File: src/rtl/breath_chase_ctrl_pkg.sv
`default_nettype none
// +--------------------------------------------------------------------------+
// | breath_chase_ctrl_pkg                                                    |
// | Shared state encodings, LED polarity and width helpers for the breathing |
// | LED scheduler.                                                           |
// | Revision: 1.0                                                            |
// +--------------------------------------------------------------------------+
package breath_chase_ctrl_pkg;

  localparam int c_st_w = 3;

  localparam logic [c_st_w-1:0] c_st_idle    = 3'd0;
  localparam logic [c_st_w-1:0] c_st_up      = 3'd1;
  localparam logic [c_st_w-1:0] c_st_hold_hi = 3'd2;
  localparam logic [c_st_w-1:0] c_st_down    = 3'd3;
  localparam logic [c_st_w-1:0] c_st_hold_lo = 3'd4;
  localparam logic [c_st_w-1:0] c_st_next    = 3'd5;

  localparam logic c_led_on  = 1'b0;
  localparam logic c_led_off = 1'b1;

  // Counter width for values 0..n-1, never narrower than one bit.
  function automatic int f_w(input int n);
    return (n > 1) ? $clog2(n) : 1;
  endfunction

  // States in which the PWM counter runs and the selected LED is driven.
  function automatic logic f_st_active(input logic [c_st_w-1:0] st);
    return (st == c_st_up) || (st == c_st_hold_hi) ||
           (st == c_st_down) || (st == c_st_hold_lo);
  endfunction

endpackage
`default_nettype wire

File: src/rtl/breath_chase_ctrl_pwm.sv
`default_nettype none
// +--------------------------------------------------------------------------+
// | breath_chase_ctrl_pwm                                                    |
// | Shared PWM period counter and duty compare for the breathing scheduler.  |
// | Revision: 1.0                                                            |
// +--------------------------------------------------------------------------+
module breath_chase_ctrl_pwm
  import breath_chase_ctrl_pkg::*;
#(
  parameter int PWM_MAX = 10000,
  parameter int DUTY_W  = 14
) (
  input  logic              clk,
  input  logic              rst_n,
  input  logic              run,
  input  logic [DUTY_W-1:0] duty,
  output logic              period_end,
  output logic              lit
);

  localparam int c_cnt_w = f_w(PWM_MAX);
  localparam logic [c_cnt_w-1:0] c_cnt_last = c_cnt_w'(PWM_MAX - 1);

  logic [c_cnt_w-1:0] r_cnt;
  logic               w_at_last;

  assign w_at_last  = (r_cnt == c_cnt_last);
  assign period_end = run && w_at_last;
  assign lit        = (DUTY_W'(r_cnt) < duty);

  // Counter is parked at zero whenever not running so a fresh breath
  // always starts on a period boundary.
  always_ff @(posedge clk or negedge rst_n) begin
    if (!rst_n) begin
      r_cnt <= '0;
    end else if (!run || w_at_last) begin
      r_cnt <= '0;
    end else begin
      r_cnt <= r_cnt + c_cnt_w'(1);
    end
  end

endmodule
`default_nettype wire

File: src/rtl/breath_chase_ctrl.sv
`default_nettype none
// +--------------------------------------------------------------------------+
// | breath_chase_ctrl                                                        |
// | Sequences one enabled LED channel at a time through a PWM breath         |
// | (ramp up / hold / ramp down / hold), then chases or repeats.             |
// | Revision: 1.0                                                            |
// +--------------------------------------------------------------------------+
module breath_chase_ctrl
  import breath_chase_ctrl_pkg::*;
#(
  parameter int LED_NUM      = 8,
  parameter int PWM_MAX      = 10000,
  parameter int HOLD_PERIODS = 100
) (
  input  logic                       clk,
  input  logic                       rst_n,
  input  logic                       start,
  input  logic                       stop,
  input  logic                       chase,
  input  logic [LED_NUM-1:0]         led_en,
  output logic [LED_NUM-1:0]         led,
  output logic                       busy,
  output logic [$clog2(LED_NUM)-1:0] ch_idx,
  output logic                       cycle_done
);

  localparam int c_ch_w   = $clog2(LED_NUM);
  localparam int c_duty_w = f_w(PWM_MAX + 1);
  localparam int c_hold_w = f_w(HOLD_PERIODS + 1);

  localparam logic [c_duty_w-1:0] c_duty_one    = c_duty_w'(1);
  localparam logic [c_duty_w-1:0] c_duty_top_m1 = c_duty_w'(PWM_MAX - 1);
  localparam logic [c_hold_w-1:0] c_hold_last   = c_hold_w'(HOLD_PERIODS - 1);

  logic [c_st_w-1:0]   r_state;
  logic [c_st_w-1:0]   w_state_nxt;
  logic [c_duty_w-1:0] r_duty;
  logic [c_hold_w-1:0] r_hold_cnt;
  logic [c_ch_w-1:0]   r_ch_idx;
  logic [LED_NUM-1:0]  r_led;
  logic [LED_NUM-1:0]  w_led_nxt;
  logic [c_ch_w-1:0]   w_start_ch;
  logic [c_ch_w-1:0]   w_next_ch;
  logic                w_any_en;
  logic                w_pwm_run;
  logic                w_period_end;
  logic                w_lit;
  logic                w_up_done;
  logic                w_down_done;
  logic                w_hold_done;

  function automatic logic [c_ch_w-1:0] f_lowest(input logic [LED_NUM-1:0] mask);
    logic [c_ch_w-1:0] sel;
    sel = '0;
    for (int i = LED_NUM - 1; i >= 0; i--) begin
      if (mask[i]) sel = c_ch_w'(i);
    end
    return sel;
  endfunction

  // Circular search starting just above cur; scanning downward lets the
  // nearest set bit win. Offset LED_NUM lands back on cur itself.
  function automatic logic [c_ch_w-1:0] f_next(input logic [LED_NUM-1:0] mask,
                                               input logic [c_ch_w-1:0]  cur);
    logic [c_ch_w-1:0] sel;
    int                j;
    sel = cur;
    for (int i = LED_NUM; i >= 1; i--) begin
      j = int'(cur) + i;
      if (j >= LED_NUM) j = j - LED_NUM;
      if (mask[j]) sel = c_ch_w'(j);
    end
    return sel;
  endfunction

  assign w_any_en    = |led_en;
  assign w_start_ch  = f_lowest(led_en);
  assign w_next_ch   = chase ? f_next(led_en, r_ch_idx)
                             : (led_en[r_ch_idx] ? r_ch_idx : f_lowest(led_en));
  assign w_up_done   = (r_duty == c_duty_top_m1);
  assign w_down_done = (r_duty == c_duty_one);
  assign w_hold_done = (r_hold_cnt == c_hold_last);

  breath_chase_ctrl_pwm #(
    .PWM_MAX (PWM_MAX),
    .DUTY_W  (c_duty_w)
  ) u_pwm (
    .clk        (clk),
    .rst_n      (rst_n),
    .run        (w_pwm_run),
    .duty       (r_duty),
    .period_end (w_period_end),
    .lit        (w_lit)
  );

  always_ff @(posedge clk or negedge rst_n) begin
    if (!rst_n) begin
      r_state <= c_st_idle;
    end else begin
      r_state <= w_state_nxt;
    end
  end

  always_comb begin
    w_state_nxt = r_state;
    if (stop) begin
      w_state_nxt = c_st_idle;
    end else begin
      case (r_state)
        c_st_idle:    if (start && w_any_en)          w_state_nxt = c_st_up;
        c_st_up:      if (w_period_end && w_up_done)   w_state_nxt = c_st_hold_hi;
        c_st_hold_hi: if (w_period_end && w_hold_done) w_state_nxt = c_st_down;
        c_st_down:    if (w_period_end && w_down_done) w_state_nxt = c_st_hold_lo;
        c_st_hold_lo: if (w_period_end && w_hold_done) w_state_nxt = c_st_next;
        c_st_next:    w_state_nxt = w_any_en ? c_st_up : c_st_idle;
        default:      w_state_nxt = c_st_idle;
      endcase
    end
  end

  always_comb begin
    busy       = (r_state != c_st_idle);
    cycle_done = (r_state == c_st_next);
    w_pwm_run  = f_st_active(r_state) && !stop;
    w_led_nxt  = {LED_NUM{c_led_off}};
    if (w_pwm_run) begin
      w_led_nxt[r_ch_idx] = w_lit ? c_led_on : c_led_off;
    end
  end

  // Duty and hold counters only move on period ends, so the compare never
  // sees a new duty in the middle of a period.
  always_ff @(posedge clk or negedge rst_n) begin
    if (!rst_n) begin
      r_duty     <= '0;
      r_hold_cnt <= '0;
      r_ch_idx   <= '0;
      r_led      <= {LED_NUM{c_led_off}};
    end else begin
      r_led <= w_led_nxt;
      if (stop) begin
        r_duty     <= '0;
        r_hold_cnt <= '0;
      end else begin
        case (r_state)
          c_st_idle: begin
            if (start && w_any_en) begin
              r_ch_idx <= w_start_ch;
              r_duty   <= '0;
            end
          end
          c_st_up: begin
            if (w_period_end) begin
              r_duty     <= r_duty + c_duty_one;
              r_hold_cnt <= '0;
            end
          end
          c_st_hold_hi, c_st_hold_lo: begin
            if (w_period_end) r_hold_cnt <= r_hold_cnt + c_hold_w'(1);
          end
          c_st_down: begin
            if (w_period_end) begin
              r_duty     <= r_duty - c_duty_one;
              r_hold_cnt <= '0;
            end
          end
          c_st_next: begin
            r_hold_cnt <= '0;
            r_duty     <= '0;
            if (w_any_en) r_ch_idx <= w_next_ch;
          end
          default: ;
        endcase
      end
    end
  end

  assign led    = r_led;
  assign ch_idx = r_ch_idx;

endmodule
`default_nettype wire
File: config.mk
export PLATFORM = sky130hd
export DESIGN_NAME = breath_chase_ctrl
export DESIGN_NICKNAME = d
export VERILOG_FILES = /design/src/rtl/breath_chase_ctrl_pkg.sv /design/src/rtl/breath_chase_ctrl_pwm.sv /design/src/rtl/breath_chase_ctrl.sv
export SDC_FILE = /design/constraint.sdc
export NUM_CORES = 1
export LEC_CHECK = 0
export BUFFER_PORTS_ARGS = -buffer_cell sky130_fd_sc_hd__buf_4
export CORE_MARGIN = 1.5
export CORE_UTILIZATION = 56
export CTS_CLUSTER_SIZE = 25
export DETAILED_ROUTE_END_ITERATION = 7
export PLACE_DENSITY = 0.74
export SYNTH_ARGS = -nofsm -noshare
export SYNTH_HDL_FRONTEND = slang
export SYNTH_SLANG_ARGS = --single-unit
export TNS_END_PERCENT = 50
File: constraint.sdc
create_clock -name clk -period 4.2 [get_ports clk]
set_input_delay 0.21 -clock clk [delete_from_list [all_inputs] [get_ports clk]]
set_output_delay 0.21 -clock clk [all_outputs]
set_load 0.03 [all_outputs]
==> results of run 1 <==
-- cell type report --
class                   instances  area, µm²
multi-input cells             369       2510
repair buffers                 28        213
clock buffers                   5       68.8
fillers                       615       2550
well taps                      96        120
clock inverters                 3       25.0
flip-flops and latches         49       1240
inverters                      27        101
-- Yosys cell counts, drive strengths merged, types with 14 or more instances --
master / instances
o21ai: 46
nor2: 45
dfrtp: 41
nand2: 40
inv: 27
nor3: 26
a21oi: 24
ha: 24
clkbuf: 21
nand3: 17
xnor2: 15
mux4: 14
-- worst paths after layout --
| path | slack (ps) | end | from |
|---|---|---|---|
| worst min-delay path | 110 | r_state[2]$_DFFE_PN0P_ | stop |
| worst min register to register | 500 | u_pwm.r_cnt[0]$_DFF_PN0_ | u_pwm.r_cnt[0]$_DFF_PN0_ |
| min in group asynchronous | 440 | r_duty[9]$_DFFE_PN0P_ | rst_n |
| worst max-delay path | 780 | ch_idx[1]$_DFFE_PN0P_ | ch_idx[1]$_DFFE_PN0P_ |
| worst max register to register | 780 | ch_idx[1]$_DFFE_PN0P_ | ch_idx[1]$_DFFE_PN0P_ |
| max in group asynchronous | 3320 | ch_idx[0]$_DFFE_PN0P_ | rst_n |
-- repair_timing --
item                                    4_1_cts  5_1_grt
hold buffers                                  1        0
endpoints found under the setup margin        0        0
endpoints found under the hold margin        41        0
resized for setup                             0        0
-- cells by family (layout without fill, tap and decap cells) --
| logic type | Yosys count | count (layout) | synth area share |
|---|---|---|---|
| AO/OA/AOI/OAI | 106 | 106 | 0.160 |
| XOR/XNOR | 23 | 23 | 0.0507 |
| multiplexers | 22 | 22 | 0.101 |
| flip-flops | 49 | 49 | 0.311 |
| adder cells (fa/ha/maj) | 24 | 24 | 0.0756 |
| buffers and inverters | 57 | 63 | 0.0561 |
| AND/OR/NAND/NOR | 194 | 194 | 0.246 |
-- registers in the layout, summed over array words and instances, names as in the netlist --
| name | flops |
|---|---|
| led | 8 |
| u_pwm.r_cnt | 14 |
| r_state | 3 |
| ch_idx | 3 |
| r_duty | 14 |
| r_hold_cnt | 7 |
-- critical path, delay by kind of cell, from the launching register on --
family	cells	cell delay (ps)
mux	2	890
flops	1	780
fa+ha+maj	1	540
simple gates	3	540
compound gates	2	310
buf+inv	1	240
-- routing by layer --
| metal | wire length (µm) | vias up |
|---|---|---|
| li1 | - | 1717 |
| met1 | 4390 | 1697 |
| met2 | 4510 | 96 |
| met3 | 386 | 16 |
| met4 | 161 | 0 |
| met5 | 0 | - |
-- through the flow --
step	power (W)	setup WS, ps	hold WS [ps]	area [µm²]	utilization
after global placement	0.00160	883	273	4170	0.611
after global routing	0.00207	515	101	4280	0.626
after floorplan	0.00140	838	-85.6	3970	-
after CTS	0.00193	772	95.2	4280	0.626
after detailed placement	0.00162	794	273	4170	0.611
final	0.00193	784	113	4280	0.626
-- where the power goes --
group / internal [W] / leakage [nW] / switching, W
Clock: 0.000121 / 0.0447 / 0.000179
Sequential: 0.000501 / 0.651 / 0.0000700
Combinational: 0.000457 / 1.08 / 0.000601
==> flow_summary.ini, run 1 <==
[status]
status = finished, final reports clean

[timing]
fin_crit_sh = 0.813
max_slew_margin = 0.280
finalSetupViolCount = 0
finalCriticalPeriod_ps = 3420
rsz0062_at_grt = false
max_freq_ghz = 0.293
worstMarginPinSlew_ps = 1080
fin_setup_tns_ps = 0
finClkSkew_ps = 8.24
hold_violations = 0
maxSlewViolCount = 0

[setup_path]
crit_path_cell_trace = inv_1 -> ha_1 -> mux4_2 -> nand2_1 -> nand2_1 -> nor4_1 -> a31o_2 -> a31oi_1 -> mux2_1
start_kind = flop
path_class = flop to flop
max_stage_delay_ps = 780
crit_slowest_cell = dfrtp_1
path_max_fanout = 17
worstRegToRegCells = 9
end_kind = flop
worstPathRequired_ps = 4400
cpMostUsedCell = nand2_1
worstPathArrival_ps = 3620

[place]
dp_cells = 568
portBuffers = 25
place_hpwl_mm = 6.73
gp_congestion = 0.974

[routing]
ant_nets = 0
first_pass_iters = 5
dr_total_vias = 3526
totalWireLength_mm = 9.44
wl_per_cell_um = 16.4
first_iter_violations = 255
drc_errors = 0
vias_per_cell = 6.11

[layout]
layout_commonest_cell = nor2_1
fin_cells = 577
drive_gt1_frac = 0.133
nNetsFinal = 517
syn2layout_area_growth_pct = 7.69
final_cell_mix = 45 x nor2_1, 44 x o21ai_0, 41 x dfrtp_1
diodes = 0

[worst_hold_path]
hold_path.class = input port to flop
hold-path-cell-count = 2

[global_routing]
grt_max_degree = 50
grt_overflow_total = 0
grt_antenna_before_repair = 0
grtUsageMet1 = 0.374
gr-usage-all-layers = 0.269
grt_use_met3 = 0.0313
grt_pass1_wl_mm = 16.1
busiest_layer = met2
use_met2 = 0.436
grt_pass1_vias = 3324

[floorplan]
row_count = 30
io_pins = 26
die_y_um = 87.2
core_mm2 = 0.00683
die_area_mm2 = 0.00761
die_x_um = 87.2
floorplan.initialDensity = 0.581

[clock_network]
ctsLongestPathBuffers = 2
post_cts_buffers = 0
numCtsBuffers = 5
insertion_delay_ps = 310
cts_max_level = 2
clock_sinks = 49
path_clk_slew_ps = 90
cts_tree = built
cts_root_buf = clkbuf_8

[yosys]
ys_seq_elements = 49
yosysWarnings = 0
netlist_area_mm2 = 0.00397
async_reset_ff_frac = 1.00
synth.area.top_cells = dfrtp_1 26%, mux4_2 7.9%, ha_1 7.6%, o21ai_0 5.5%, dfstp_2 5.3%
yosysTopAreaCellShare = 0.258
synth_edf_count = 0
synthesis.nets = 512
synth_cells = 475
ys_seq_area_frac = 0.311
yosysUniqueCellTypes = 56
synth_area_per_cell_um2 = 8.36
synthFlopType = dfrtp_1
synth_area_leader_cell = dfrtp_1

[pwr]
peakVddDrop_mv = 0.393
power_density_mw_per_mm2 = 451
p_leak_nw = 1.78

[run]
cap_viol_max_count = 0
(Power assumes the default switching activity.)
==> run 2, diff against run 1 <==
ABC_AREA = 1   (was default)
PLACE_DENSITY = 0.76   (was 0.74)
clock period = 3.12 ns   (was 4.2 ns; I/O delays follow)
==> flow_summary.ini, run 2 <==
[status]
status = finished, final reports clean

[setup_path]
path_max_fanout = 13
worstReg2RegStart = ch_idx[0]$_DFFE_PN0P_
cpMostUsedCell = nand2_1
worstPathRequired_ps = 3330
worstRegToRegCells = 16
worstPathArrival_ps = 2900
path_class = flop to flop
crit_slowest_cell = dfrtp_1
end_kind = flop
max_stage_delay_ps = 610
crit_path_cell_trace = inv_1 -> ha_1 -> inv_1 -> nand3_1 -> nand3_1 -> nand2_1 -> nor2_1 -> nand2_1 -> inv_1 -> nand2_1 -> nand2_1 -> inv_1 -> nand2_1 -> inv_1 -> nand2_1 -> nand2_1
cp_top_family = simple AND/OR/NAND/NOR gates
reg2reg_to = ch_idx[0]$_DFFE_PN0P_
start_kind = flop
worst-path-buf-inv = 5
r2r_slack_ps = 440

[routing]
first_pass_iters = 5
vias_per_cell = 5.54
dr_total_vias = 4119
ant_nets = 0
wl_per_cell_um = 13.7
totalWireLength_mm = 10.2
first_iter_violations = 307
drc_errors = 0

[run]
cap_viol_max_count = 0

[yosys]
synth_area_per_cell_um2 = 6.58
synth_area_leader_cell = dfrtp_1
synth_edf_count = 0
synth.area.top_cells = dfrtp_1 25%, nand2_1 14%, inv_1 7.8%, nand3_1 7.6%, ha_1 7.4%
ys_top_cells_by_count = 157 x nand2_1, 85 x inv_1, 63 x nor2_1
yosysUniqueCellTypes = 39
async_reset_ff_frac = 1.00
netlist_area_mm2 = 0.00408
ys_seq_area_frac = 0.303
ys_seq_elements = 49
synth_cells = 620
yosysTopAreaCellShare = 0.251
synthFlopType = dfrtp_1
yosysMostFrequentCell = nand2_1
yosysWarnings = 0
synthesis.nets = 657

[worst_hold_path]
min-delay-start = stop
min_to = r_state[2]$_DFFE_PN0P_
hold_path.class = input port to flop
hold-path-cell-count = 4

[global_routing]
grt_pass1_vias = 3736
gr-usage-all-layers = 0.273
grt_pass1_wl_mm = 17.0
grt_max_degree = 50
grt_antenna_before_repair = 0
grt_overflow_total = 0

[pwr]
p_leak_nw = 2.15
peakVddDrop_mv = 0.393
power_density_mw_per_mm2 = 681
power_w = 0.00305

[timing]
rsz0062_at_grt = false
worstMarginPinSlew_ps = 665
finalSetupViolCount = 0
finClkSkew_ps = 11.1
maxSlewViolCount = 0
fin_crit_sh = 0.860
finalCriticalPeriod_ps = 2680
hold_violations = 0
max_freq_ghz = 0.373
fin_setup_tns_ps = 0
max_slew_margin = 0.556

[place]
gp_congestion = 1.00
dp_cells = 735
portBuffers = 25
place_hpwl_mm = 7.82

[clock_network]
insertion_delay_ps = 310
path_clk_slew_ps = 100
post_cts_buffers = 0
numCtsBuffers = 5
cts_tree = built
cts-hold-fix-buffers = 1
cts_root_buf = clkbuf_8
clock_sinks = 49
cts_resized = 0
cts_max_level = 2
ctsLongestPathBuffers = 2

[floorplan]
floorplan.initialDensity = 0.591
die_x_um = 88.4
core_mm2 = 0.00691
row_count = 30
io_pins = 26
die_area_mm2 = 0.00781
die_y_um = 88.4

[layout]
final_cell_mix = 157 x nand2_1, 85 x inv_1, 63 x nor2_1
nNetsFinal = 684
drive_gt1_frac = 0.133
layout_commonest_cell = nand2_1
diodes = 0
fillers = 667
syn2layout_area_growth_pct = 9.60
fin_cells = 744
run 2: changes by cell type after synthesis, sizes merged, moves of 10 or more:
cell	delta
nand2	+124
inv	+65
nand3	+45
nor2	+29
clkbuf	-21
a21oi	+14
mux4	-14
xnor2	-14
o21ai	+11
and3	-10
run 2: per-layer routing:
| layer | wire length [µm] | part of all wire | global-route usage | vias to the layer above |
|---|---|---|---|---|
| met5 | 0 | 0 | 0 | - |
| met4 | 110 | 0.011 | 0.0625 | 0 |
| met3 | 487 | 0.048 | 0.0280 | 12 |
| met2 | 4850 | 0.48 | 0.469 | 115 |
| met1 | 4720 | 0.46 | 0.372 | 1917 |
| li1 | - | - | - | 2075 |
run 2: worst max-delay path by stage:
| stage | end | cells past startpoint | slack (ps) | startpoint |
|---|---|---|---|---|
| 2_1_floorplan | ch_idx[0]$_DFFE_PN0P_ | 16 | 740 | ch_idx[1]$_DFFE_PN0P_ |
| 3_3_place_gp | ch_idx[0]$_DFFE_PN0P_ | 16 | 600 | ch_idx[0]$_DFFE_PN0P_ |
| 3_5_place_dp | ch_idx[0]$_DFFE_PN0P_ | 16 | 490 | ch_idx[0]$_DFFE_PN0P_ |
| 4_1_cts | ch_idx[0]$_DFFE_PN0P_ | 16 | 460 | ch_idx[0]$_DFFE_PN0P_ |
| 5_1_grt | ch_idx[0]$_DFFE_PN0P_ | 16 | 120 | ch_idx[0]$_DFFE_PN0P_ |
| 6_report | ch_idx[0]$_DFFE_PN0P_ | 16 | 440 | ch_idx[0]$_DFFE_PN0P_ |
run 2: area by class of cell:
cell class,instances,area [µm²],share of cell area
sequential,49,1240,0.276
multi-input combinational,470,2430,0.544
timing repair buffer,28,213,0.0476
inverter,93,352,0.0786
clock buffer,6,82.6,0.0185
tap,96,120,0.0269
clock inverter,2,37.5,0.00839
run 2: logic make-up after synthesis:
logic type | count (synthesis) | share of synthesized area
xor gates and xnor gates | 2 | 0.00429
and+or+nand+nor | 336 | 0.367
buffers and inverters | 101 | 0.101
AOI/OAI and AO/OA | 108 | 0.151
adders and majority gates | 24 | 0.0736
DFF | 49 | 0.303
run 2: power by group:
part | total [W] | switching [W] | internal (W)
clock network | 0.000503 | 0.000241 | 0.000261
registers | 0.000782 | 0.0000811 | 0.000700
logic | 0.00176 | 0.00122 | 0.000544
total | 0.00305 | 0.00154 | 0.00151
run 2: metrics by stage:
stage | utilization | area (µm²) | setup WS, ps | hold WS, ps
after floorplan | - | 4080 | 742 | -140
after global placement | 0.629 | 4340 | 596 | 209
after detailed placement | 0.629 | 4340 | 491 | 219
after CTS | 0.648 | 4470 | 464 | 198
after global routing | 0.648 | 4470 | 121 | 209
final | 0.648 | 4470 | 436 | 192
run 2: worst reg2reg max path: stages (launching register included):
cell and delay [ps]:
dfrtp_1 610, inv_1 270, ha_1 460, inv_1 170, nand3_1 120, nand3_1 120, nand2_1 100, nor2_1 150
nand2_1 80, inv_1 50, nand2_1 70, nand2_1 130, inv_1 50, nand2_1 70, inv_1 40, nand2_1 50
nand2_1 40
